File: src/rtl/alu_sequencer_if.sv
// Bundle of the fetch, ALU and data-memory signals around the PLC ALU sequencer.
// master = surrounding system (fetch unit, ALU, memory); slave = the sequencer.
interface alu_sequencer_if #(
    parameter int unsigned DATA_W = 8,
    parameter int unsigned ADDR_W = 8
);
    logic              instr_valid;
    logic              instr_ready;
    logic [15:0]       instr;
    logic [4:0]        alu_op;
    logic [DATA_W-1:0] alu_in0;
    logic [DATA_W-1:0] alu_in1;
    logic [DATA_W-1:0] alu_out;
    logic              mem_req;
    logic              mem_we;
    logic [ADDR_W-1:0] mem_addr;
    logic [DATA_W-1:0] mem_wdata;
    logic [DATA_W-1:0] mem_rdata;
    logic              mem_ack;
    logic [DATA_W-1:0] acc;
    logic              zero;
    logic              done;
    logic              error;

    modport master (
        output instr_valid, instr, alu_out, mem_rdata, mem_ack,
        input  instr_ready, alu_op, alu_in0, alu_in1, mem_req, mem_we, mem_addr,
               mem_wdata, acc, zero, done, error
    );

    modport slave (
        input  instr_valid, instr, alu_out, mem_rdata, mem_ack,
        output instr_ready, alu_op, alu_in0, alu_in1, mem_req, mem_we, mem_addr,
               mem_wdata, acc, zero, done, error
    );
endinterface

File: src/rtl/alu_sequencer.sv
// Instruction sequencer for the 8-bit PLC ALU: fetches memory operands, drives the ALU,
// updates the accumulator or stores it, with a bounded wait on memory acknowledge.
module alu_sequencer #(
    parameter int unsigned DATA_W  = 8,
    parameter int unsigned ADDR_W  = 8,
    parameter int unsigned TIMEOUT = 15
) (
    input logic           clk,
    input logic           rst,
    alu_sequencer_if.slave bus
);
    typedef enum logic [1:0] {StIdle, StRead, StExec, StWrite} state_e;

    localparam logic [4:0] OpSt        = 5'd14;
    localparam logic [7:0] TimeoutLast = 8'(TIMEOUT - 1);

    function automatic logic is_alu_op(input logic [4:0] op);
        case (op)
            5'd0, 5'd1, 5'd2, 5'd3, 5'd4, 5'd5,
            5'd7, 5'd8, 5'd9, 5'd10, 5'd13: return 1'b1;
            default:                         return 1'b0;
        endcase
    endfunction

    state_e            state_q, state_d;
    logic [4:0]        alu_op_q;
    logic [ADDR_W-1:0] addr_q;
    logic [DATA_W-1:0] operand_q;
    logic [DATA_W-1:0] acc_q;
    logic              zero_q;
    logic [7:0]        cnt_q;
    logic              nop_done_q;
    logic              error_q;

    logic [4:0] opcode;
    logic       imm;
    logic       accept;
    logic       op_alu;
    logic       op_st;
    logic       mem_busy;
    logic       limit;
    logic       timeout;
    logic       unused_bits;

    assign opcode      = bus.instr[15:11];
    assign imm         = bus.instr[10];
    assign unused_bits = ^bus.instr[9:8];
    assign op_alu      = is_alu_op(opcode);
    assign op_st       = (opcode == OpSt);
    assign accept      = (state_q == StIdle) && bus.instr_valid;
    assign mem_busy    = (state_q == StRead) || (state_q == StWrite);
    assign limit       = (cnt_q == TimeoutLast);
    // An ack arriving in the last allowed cycle still completes the access.
    assign timeout     = mem_busy && !bus.mem_ack && limit;

    always_ff @(posedge clk or posedge rst) begin
        if (rst) begin
            state_q <= StIdle;
        end else begin
            state_q <= state_d;
        end
    end

    always_comb begin
        state_d = state_q;
        unique case (state_q)
            StIdle: begin
                if (accept) begin
                    if (op_st) begin
                        state_d = StWrite;
                    end else if (op_alu) begin
                        state_d = imm ? StExec : StRead;
                    end
                end
            end
            StRead: begin
                if (bus.mem_ack) begin
                    state_d = StExec;
                end else if (limit) begin
                    state_d = StIdle;
                end
            end
            StWrite: begin
                if (bus.mem_ack || limit) begin
                    state_d = StIdle;
                end
            end
            StExec:  state_d = StIdle;
            default: state_d = StIdle;
        endcase
    end

    always_comb begin
        bus.instr_ready = (state_q == StIdle);
        bus.mem_req     = mem_busy;
        bus.mem_we      = (state_q == StWrite);
        bus.done        = nop_done_q || (state_q == StExec) ||
                          ((state_q == StWrite) && bus.mem_ack);
        bus.error       = error_q;
    end

    always_ff @(posedge clk or posedge rst) begin
        if (rst) begin
            alu_op_q   <= '0;
            addr_q     <= '0;
            operand_q  <= '0;
            acc_q      <= '0;
            zero_q     <= 1'b1;
            cnt_q      <= '0;
            nop_done_q <= 1'b0;
            error_q    <= 1'b0;
        end else begin
            nop_done_q <= accept && !op_alu && !op_st;
            error_q    <= timeout;

            if (accept) begin
                alu_op_q <= opcode;
                addr_q   <= ADDR_W'(bus.instr[7:0]);
                if (op_alu && imm) begin
                    operand_q <= DATA_W'(bus.instr[7:0]);
                end
            end

            // Only entered from idle, so clearing while idle resets it on entry.
            if (state_q == StIdle) begin
                cnt_q <= '0;
            end else if (mem_busy && !bus.mem_ack && !limit) begin
                cnt_q <= cnt_q + 8'd1;
            end

            if ((state_q == StRead) && bus.mem_ack) begin
                operand_q <= bus.mem_rdata;
            end

            if (state_q == StExec) begin
                acc_q  <= bus.alu_out;
                zero_q <= (bus.alu_out == '0);
            end
        end
    end

    assign bus.alu_op    = alu_op_q;
    assign bus.alu_in0   = acc_q;
    assign bus.alu_in1   = operand_q;
    assign bus.mem_addr  = addr_q;
    assign bus.mem_wdata = acc_q;
    assign bus.acc       = acc_q;
    assign bus.zero      = zero_q;
endmodule

File: src/flat_wrapper.sv
// flat-port wrapper written by rule: the top's interface ports become plain ports
module alu_sequencer_flat 
#(
    parameter int unsigned DATA_W  = 8,
    parameter int unsigned ADDR_W  = 8,
    parameter int unsigned TIMEOUT = 15
)
  (clk, rst, bus_instr_valid, bus_instr, bus_alu_out, bus_mem_rdata, bus_mem_ack, bus_instr_ready, bus_alu_op, bus_alu_in0, bus_alu_in1, bus_mem_req, bus_mem_we, bus_mem_addr, bus_mem_wdata, bus_acc, bus_zero, bus_done, bus_error);
  alu_sequencer_if #(.DATA_W(DATA_W), .ADDR_W(ADDR_W)) bus_i ();
  input logic clk;
  input logic rst;
  input wire logic [$bits(bus_i.instr_valid)-1:0] bus_instr_valid;
  input wire logic [$bits(bus_i.instr)-1:0] bus_instr;
  input wire logic [$bits(bus_i.alu_out)-1:0] bus_alu_out;
  input wire logic [$bits(bus_i.mem_rdata)-1:0] bus_mem_rdata;
  input wire logic [$bits(bus_i.mem_ack)-1:0] bus_mem_ack;
  output wire logic [$bits(bus_i.instr_ready)-1:0] bus_instr_ready;
  output wire logic [$bits(bus_i.alu_op)-1:0] bus_alu_op;
  output wire logic [$bits(bus_i.alu_in0)-1:0] bus_alu_in0;
  output wire logic [$bits(bus_i.alu_in1)-1:0] bus_alu_in1;
  output wire logic [$bits(bus_i.mem_req)-1:0] bus_mem_req;
  output wire logic [$bits(bus_i.mem_we)-1:0] bus_mem_we;
  output wire logic [$bits(bus_i.mem_addr)-1:0] bus_mem_addr;
  output wire logic [$bits(bus_i.mem_wdata)-1:0] bus_mem_wdata;
  output wire logic [$bits(bus_i.acc)-1:0] bus_acc;
  output wire logic [$bits(bus_i.zero)-1:0] bus_zero;
  output wire logic [$bits(bus_i.done)-1:0] bus_done;
  output wire logic [$bits(bus_i.error)-1:0] bus_error;
  assign bus_i.instr_valid = bus_instr_valid;
  assign bus_i.instr = bus_instr;
  assign bus_i.alu_out = bus_alu_out;
  assign bus_i.mem_rdata = bus_mem_rdata;
  assign bus_i.mem_ack = bus_mem_ack;
  assign bus_instr_ready = bus_i.instr_ready;
  assign bus_alu_op = bus_i.alu_op;
  assign bus_alu_in0 = bus_i.alu_in0;
  assign bus_alu_in1 = bus_i.alu_in1;
  assign bus_mem_req = bus_i.mem_req;
  assign bus_mem_we = bus_i.mem_we;
  assign bus_mem_addr = bus_i.mem_addr;
  assign bus_mem_wdata = bus_i.mem_wdata;
  assign bus_acc = bus_i.acc;
  assign bus_zero = bus_i.zero;
  assign bus_done = bus_i.done;
  assign bus_error = bus_i.error;
  alu_sequencer #(.DATA_W(DATA_W), .ADDR_W(ADDR_W), .TIMEOUT(TIMEOUT)) u_core (.clk(clk), .rst(rst), .bus(bus_i));
endmodule
File: config.mk
export PLATFORM = sky130hd
export DESIGN_NAME = alu_sequencer_flat
export DESIGN_NICKNAME = d
export VERILOG_FILES = /design/src/rtl/alu_sequencer_if.sv /design/src/rtl/alu_sequencer.sv /design/src/flat_wrapper.sv
export SDC_FILE = /design/constraint.sdc
export NUM_CORES = 1
export LEC_CHECK = 0
export CAP_MARGIN = 10
export CORE_MARGIN = 5
export CORE_UTILIZATION = 44
export CTS_BUF_LIST = sky130_fd_sc_hd__clkbuf_8
export DETAILED_ROUTE_END_ITERATION = 10
export PLACE_DENSITY = 0.88
export SYNTH_ARGS = -nofsm -noshare
export SYNTH_HDL_FRONTEND = slang
export SYNTH_SLANG_ARGS = --single-unit
export TNS_END_PERCENT = 1
File: constraint.sdc
create_clock -name clk -period 2.44 [get_ports clk]
set_input_delay 0.366 -clock clk [delete_from_list [all_inputs] [get_ports clk]]
set_output_delay 0.366 -clock clk [all_outputs]
set_load 0.05 [all_outputs]
==> results.md, run 1 <==
## Timing
* 12.2 ps — clock tree skew after final layout
* 460 MHz — Highest Clock Rate
* 0.644 — max-slew headroom at the worst pin
* 0 — Final Setup Violations
* 0.891 — crit share post-route
* 0 — number of hold-slack violations in the final timing report
* 0 ps — Setup TNS
* 265 ps — setup slack of the critical path after layout
* 532 ps — Slew @ Worst Pin
* 0 — count of pins over their slew limit
* 2170 ps — Final min period
* no — setup repair after global routing missed its margin

## Yosys
* 1.00 — Post-synth ARST share
* sky130_fd_sc_hd__dfrtp_1 — Yosys top cell by area
* 0.499 — fraction of post-synthesis cell area in the top cell type by area
* sky130_fd_sc_hd__dfrtp_1 — most used flip-flop cell after synthesis
* 0 — count of flip-flops with a built-in enable after synthesis
* 42 — number of synthesized register bits
* 207 — post-synthesis net count
* sky130_fd_sc_hd__dfrtp_1 (50%), sky130_fd_sc_hd__mux2_1 (13%), sky130_fd_sc_hd__mux2_2 (6.0%) — top post-synthesis cells by area
* 169 — synthesized instance count
* 0 — Yosys warning total
* 12.2 sq um — mean post-synth cell area
* 36 — Distinct cells, synth
* 2060 sq um — Post-Synthesis Cell Area
* 0.512 — sequential cell area fraction in the yosys report

## CTS
* 0 — count of cells resized by post-cts repair
* 42 — Sink Count
* done — TritonCTS clock tree
* 80 ps — post-CTS clock slew at the launch and capture registers of the worst setup and hold paths
* sky130_fd_sc_hd__clkbuf_8 — clock root cell
* 0 — hold buffer count at CTS
* 2 — maximum buffer depth of the clock tree
* 2 — count of H-tree levels built during CTS
* 5 — total CTS buffers
* 0 — post-CTS setup buffers
* 300 ps — Skew-Pair Late Insertion Delay

## Power and ir drop
* 0.251 — fraction of power consumed by sequential logic
* 0.118 — power share of the clock group
* 2.22 mW — internal power
* 2.29 mW — power dissipated by switching net loads
* 1530 nW/um^2 — power density over cell area
* 0.000792 V — maximum vdd ir drop
* 1.23 nW — static leakage
* 0.630 — part of the power in combinational logic
* 0.508 — proportion of total power due to net switching

## Route
* 0 — DRT antenna net count
* met4 — uppermost signal routing layer after detailed routing
* 1900 um — met1 wire length
* 5.16 — Via-to-Cell Ratio
* 102 — initial drt markers
* 384 um — met3 WL post-DR
* 16.3 um — detail-routed net length per standard cell
* 2470 um — Met2 Wirelength
* 1528 — Via Count
* 4820 um — final WL
* 4 — number of search-and-repair iterations in the first detailed-routing pass
* 0 — number of remaining DRC errors

## Critical path
* reg -> out — start-to-end type of the worst setup path
* flip-flop — startpoint type of the worst setup path
* 9 — Critical Path Fanout Max
* 2070 ps — required time of the critical path
* 1810 ps — Arrival @ worst endpoint
* output pin — Critical Path Sink Type

## Final layout
* 0.123 — share of layout cells above drive strength 1
* 281 — Total Nets Final
* 0.667 — post-route core utilization
* sky130_fd_sc_hd__clkdlybuf4s50_1 — commonest non-fill, non-tap cell in the layout
* 0 — antenna fix cells
* 44.1% — layout overhead on the synthesized area
* sky130_fd_sc_hd__clkdlybuf4s50_1 (82), sky130_fd_sc_hd__dfrtp_1 (41), sky130_fd_sc_hd__mux2_1 (24), sky130_fd_sc_hd__mux2_2 (11), sky130_fd_sc_hd__nor2_1 (10) — commonest cells after routing, fill and taps aside

## Run
* 0 — max-cap violation count

## Die
* 78.4 um — Die Y
* 0.463 — effective utilization at floorplan
* 87 — IO Pins
* 4440 sq um — floorplan core area
* 78.4 um — chip width
* 24 — std cell rows
* 6140 sq um — Die Area

## GRT
* 8190 um — wire length of the first global-routing pass
* 0 — remaining global-route overflow
* 19 — largest net degree at the start of global routing
* 0 — number of antenna violations at the first check in global routing
* 1685 — vias in the first global route
* 0.169 — Global Route Usage Sum

## Hold path
* in -> async — Hold/Removal Path Class

## Placement
* 0.752 — final weighted congestion in routability-driven placement
* 3820 um — Detail Placement HPWL
* 162 ps — post-place setup slack
* 84 — PortBufs

## Outcome
* complete, no violations — run status

[cells by family after synthesis]
kind of cell / Yosys count / synth area share
DFF: 42 / 0.512
AOI/OAI and AO/OA: 17 / 0.0694
muxes: 37 / 0.201
adders and majority gates: 2 / 0.0122
and+or+nand+nor: 36 / 0.0931
xor gates and xnor gates: 7 / 0.0298
buffers and inverters: 28 / 0.0822
[metrics by stage]
| stage | total power [mW] | hold WS, ps | instances | area, sq um |
|---|---|---|---|---|
| 6_report | 4.52 | 330 | 296 | 2960 |
| 5_1_grt | 4.72 | 355 | 296 | 2960 |
| 4_1_cts | 4.56 | 342 | 296 | 2960 |
| 3_5_place_dp | 4.02 | 478 | 288 | 2860 |
| 3_3_place_gp | 3.96 | 468 | 288 | 2860 |
| 2_1_floorplan | 3.19 | 495 | 169 | 2060 |
[worst max-delay path, cell delays in order (launching register included)]
cell,delay (ps)
sky130_fd_sc_hd__dfrtp_1,490
sky130_fd_sc_hd__and2_1,210
sky130_fd_sc_hd__clkdlybuf4s50_1,820
[sequential cells by signal, summed over array words and instances, names as in the netlist]
register and flops:
u_core.state_q 2, u_core.bus.zero 1, u_core.bus.alu_op 5, u_core.bus.alu_in1 8, u_core.bus.acc 8, u_core.cnt_q 8
u_core.nop_done_q 1, u_core.bus.error 1, u_core.bus.mem_addr 8
[layer usage]
metal,GRT usage,vias to the layer above
li1,-,719
met1,0.186,736
met2,0.307,66
met3,0.0584,7
met4,0.0524,0
met5,0,-
[worst paths after layout]
path	startpoint	end	slack [ps]	depth (start not counted)
max reg2reg	u_core.cnt_q[0]	u_core.state_q[1]	540	5
max	u_core.state_q[0]	bus_mem_we	270	2
max in group asynchronous	rst	u_core.bus.alu_in1[6]	1530	3
min in group clk	u_core.bus.alu_in1[2]	u_core.bus.alu_in1[2]	490	1
min	rst	u_core.bus.acc[0]	330	2
min reg2reg	u_core.bus.alu_in1[2]	u_core.bus.alu_in1[2]	490	1
[power groups by stage]
stage / clock (mW) / sequential (mW) / combinational [mW]
after floorplan: 0 / 1.98 / 1.21
after global placement: 0 / 1.13 / 2.83
after detailed placement: 0 / 1.15 / 2.87
after CTS: 0.546 / 1.14 / 2.88
after global routing: 0.574 / 1.18 / 2.96
final: 0.535 / 1.14 / 2.85
[layout make-up]
type                            count  area [sq um]
Fill cell                         349          1480
Sequential cell                    42          1050
Timing Repair Buffer               90           881
Multi-Input combinational cell     99           840
Clock buffer                        5          68.8
Tap cell                           52          65.1
Clock inverter                      3          37.5
Inverter                            5          18.8
[Yosys cell counts (3+ instances only)]
cell type / instances
sky130_fd_sc_hd__dfrtp_1: 41
sky130_fd_sc_hd__buf_2: 3
sky130_fd_sc_hd__mux2_1: 24
sky130_fd_sc_hd__nor4_1: 4
sky130_fd_sc_hd__inv_1: 5
sky130_fd_sc_hd__buf_4: 16
sky130_fd_sc_hd__mux2_2: 11
sky130_fd_sc_hd__xor2_1: 4
sky130_fd_sc_hd__o311ai_1: 4
sky130_fd_sc_hd__nor2_1: 10
sky130_fd_sc_hd__and2_1: 3
sky130_fd_sc_hd__o21ai_0: 4
sky130_fd_sc_hd__xnor2_1: 3
sky130_fd_sc_hd__nand2_1: 7
sky130_fd_sc_hd__clkbuf_1: 4
Note: power is estimated with default switching activity, not from simulation.
==> run 2, diff against run 1 <==
Settings changed: SLEW_MARGIN from default to 25.
==> results of run 2 <==
Same layout as run 1: the final DEF is identical, and so are final timing and power.
==> run 3, diff against run 2 <==
Settings changed: CORE_MARGIN 5 to default.
==> results.md, run 3 (same netlist as run 1, synthesis figures left out) <==
## CTS
* done — TritonCTS clock tree
* 0 — post-CTS setup buffers, unchanged
* 42 — Sink Count, unchanged
* 300 ps — Skew-Pair Late Insertion Delay, about the same
* sky130_fd_sc_hd__clkbuf_8 — clock root cell
* 5 — total CTS buffers, unchanged
* 0 — count of cells resized by post-cts repair, unchanged
* 2 — count of H-tree levels built during CTS, unchanged
* 2 — maximum buffer depth of the clock tree, unchanged
* 0 — hold buffer count at CTS, unchanged
* 80 ps — post-CTS clock slew at the launch and capture registers of the worst setup and hold paths, about the same

## Die
* 70.4 um — chip width, -10%
* 24 — std cell rows, unchanged
* 4410 sq um — floorplan core area, -0.68%
* 4950 sq um — Die Area, -19%
* 0.466 — effective utilization at floorplan, +0.00315
* 70.4 um — Die Y, -10%
* 87 — IO Pins, unchanged

## Final layout
* sky130_fd_sc_hd__clkdlybuf4s50_1 (82), sky130_fd_sc_hd__dfrtp_1 (41), sky130_fd_sc_hd__mux2_1 (24), sky130_fd_sc_hd__mux2_2 (11), sky130_fd_sc_hd__nor2_1 (10) — commonest cells after routing, fill and taps aside
* 281 — Total Nets Final, unchanged
* 0 — antenna fix cells, unchanged
* 0.123 — share of layout cells above drive strength 1, unchanged
* 43.3% — layout overhead on the synthesized area
* 840 sq um — multi-input logic area, unchanged
* 1050 sq um — sequential standard cell area, unchanged
* sky130_fd_sc_hd__clkdlybuf4s50_1 — commonest non-fill, non-tap cell in the layout
* 347 — Fill cells, -0.57%

## GRT
* 0 — remaining global-route overflow, unchanged
* 0.185 — Global Route Usage Sum, +0.0159
* 7160 um — wire length of the first global-routing pass, -13%
* 0 — number of antenna violations at the first check in global routing, unchanged
* 19 — largest net degree at the start of global routing, unchanged
* 1582 — vias in the first global route, -6.1%

## Timing
* 0 — Final Setup Violations, unchanged
* 0.656 — max-slew headroom at the worst pin, +0.0121
* 313 ps — setup slack of the critical path after layout, +47.4 ps
* 0 ps — Setup TNS, unchanged
* no — setup repair after global routing missed its margin
* 0 — count of pins over their slew limit, unchanged
* 0.872 — crit share post-route, -0.0194
* 9.66 ps — clock tree skew after final layout, -2.53 ps
* 470 MHz — Highest Clock Rate, +2.2%
* 2130 ps — Final min period, -47.4 ps
* 514 ps — Slew @ Worst Pin, -18.1 ps
* 0 — number of hold-slack violations in the final timing report, unchanged

## Route
* 1526 — Via Count, -0.13%
* 59 — initial drt markers, -42%
* 0 — number of remaining DRC errors, unchanged
* 14.1 um — detail-routed net length per standard cell, -14%
* 0 — DRT antenna net count, unchanged
* 4 — number of search-and-repair iterations in the first detailed-routing pass, unchanged
* 5.16 — Via-to-Cell Ratio, -0.13%
* 4170 um — final WL, -14%

## Critical path
* buffers and inverters — category of cells accounting for the largest share of critical-path delay
* reg -> out — start-to-end type of the worst setup path
* 2 — number of logic stages on the critical path including buffering, unchanged
* and2_1, clkdlybuf4s50_1 — ordered cell list for the critical path
* 810 ps — Worst path max stage delay, about the same
* 1760 ps — Arrival @ worst endpoint, -50 ps
* sky130_fd_sc_hd__clkdlybuf4s50_1 — Critical-path top delay cell
* output pin — Critical Path Sink Type
* 9 — Critical Path Fanout Max, unchanged
* 2070 ps — required time of the critical path, about the same
* 1 — combined buffer and inverter count along the critical path, unchanged
* flip-flop — startpoint type of the worst setup path
* 5 — worst-case reg-to-reg path depth, unchanged

## Power and ir drop
* 1490 nW/um^2 — power density over cell area, -2.1%
* 1.23 nW — static leakage, -0.27%
* 0.000846 V — maximum vdd ir drop, +6.8%

## Run
* 0 — max-cap violation count, unchanged

## Placement
* 3240 um — Detail Placement HPWL, -15%
* 0.838 — final weighted congestion in routability-driven placement, +11%
* 228 ps — post-place setup slack, +66.0 ps
* 84 — PortBufs, unchanged

## Outcome
* complete, no violations — run status

## Hold path
* in -> async — Hold/Removal Path Class

-- run 3: cell count changes in the layout (fill, tap and decap cells not counted), sizes merged --
cell    change
clkbuf      +1
clkinv      -1
bufinv      -1
inv         +1
-- run 3: through the flow --
step | total power [mW] | cells | instance area [sq um] | hold slack [ps] | util
after floorplan | 3.19 | 169 | 2060 | 495 | -
after global placement | 3.94 | 288 | 2860 | 467 | 0.647
after detailed placement | 3.98 | 288 | 2860 | 474 | 0.647
after CTS | 4.44 | 296 | 2950 | 402 | 0.668
after global routing | 4.60 | 296 | 2950 | 443 | 0.668
final | 4.40 | 296 | 2950 | 380 | 0.668
-- run 3: path summary, 6_finish.rpt --
path / endpoint / from / slack [ps]
worst max-delay path: bus_mem_we / u_core.state_q[0] / 310
worst min-delay path: u_core.bus.acc[4] / rst / 380
worst max register to register: u_core.state_q[1] / u_core.cnt_q[0] / 540
worst min register to register: u_core.bus.alu_op[2] / u_core.bus.alu_op[2] / 490
max in group asynchronous: u_core.bus.alu_in1[2] / rst / 1440
min in group clk: u_core.bus.alu_op[2] / u_core.bus.alu_op[2] / 490
-- run 3: layout make-up --
cell class / count / area share
Sequential cell: 42 / 0.357
Timing Repair Buffer: 90 / 0.299
Multi-Input combinational cell: 99 / 0.285
Clock buffer: 6 / 0.0280
Tap cell: 52 / 0.0221
Inverter: 5 / 0.00637
Clock inverter: 2 / 0.00255
-- run 3: report_power, final --
group	leakage, nW	switching, mW	internal (mW)
clock network	0.0538	0.234	0.223
logic	0.659	1.84	0.969
registers	0.514	0.177	0.958
total	1.23	2.25	2.15
-- run 3: per-layer routing --
metal,global-route usage,part of all wire
met1,0.206,0.41
met2,0.327,0.51
met3,0.0606,0.071
met4,0.0667,0.016
met5,0,0
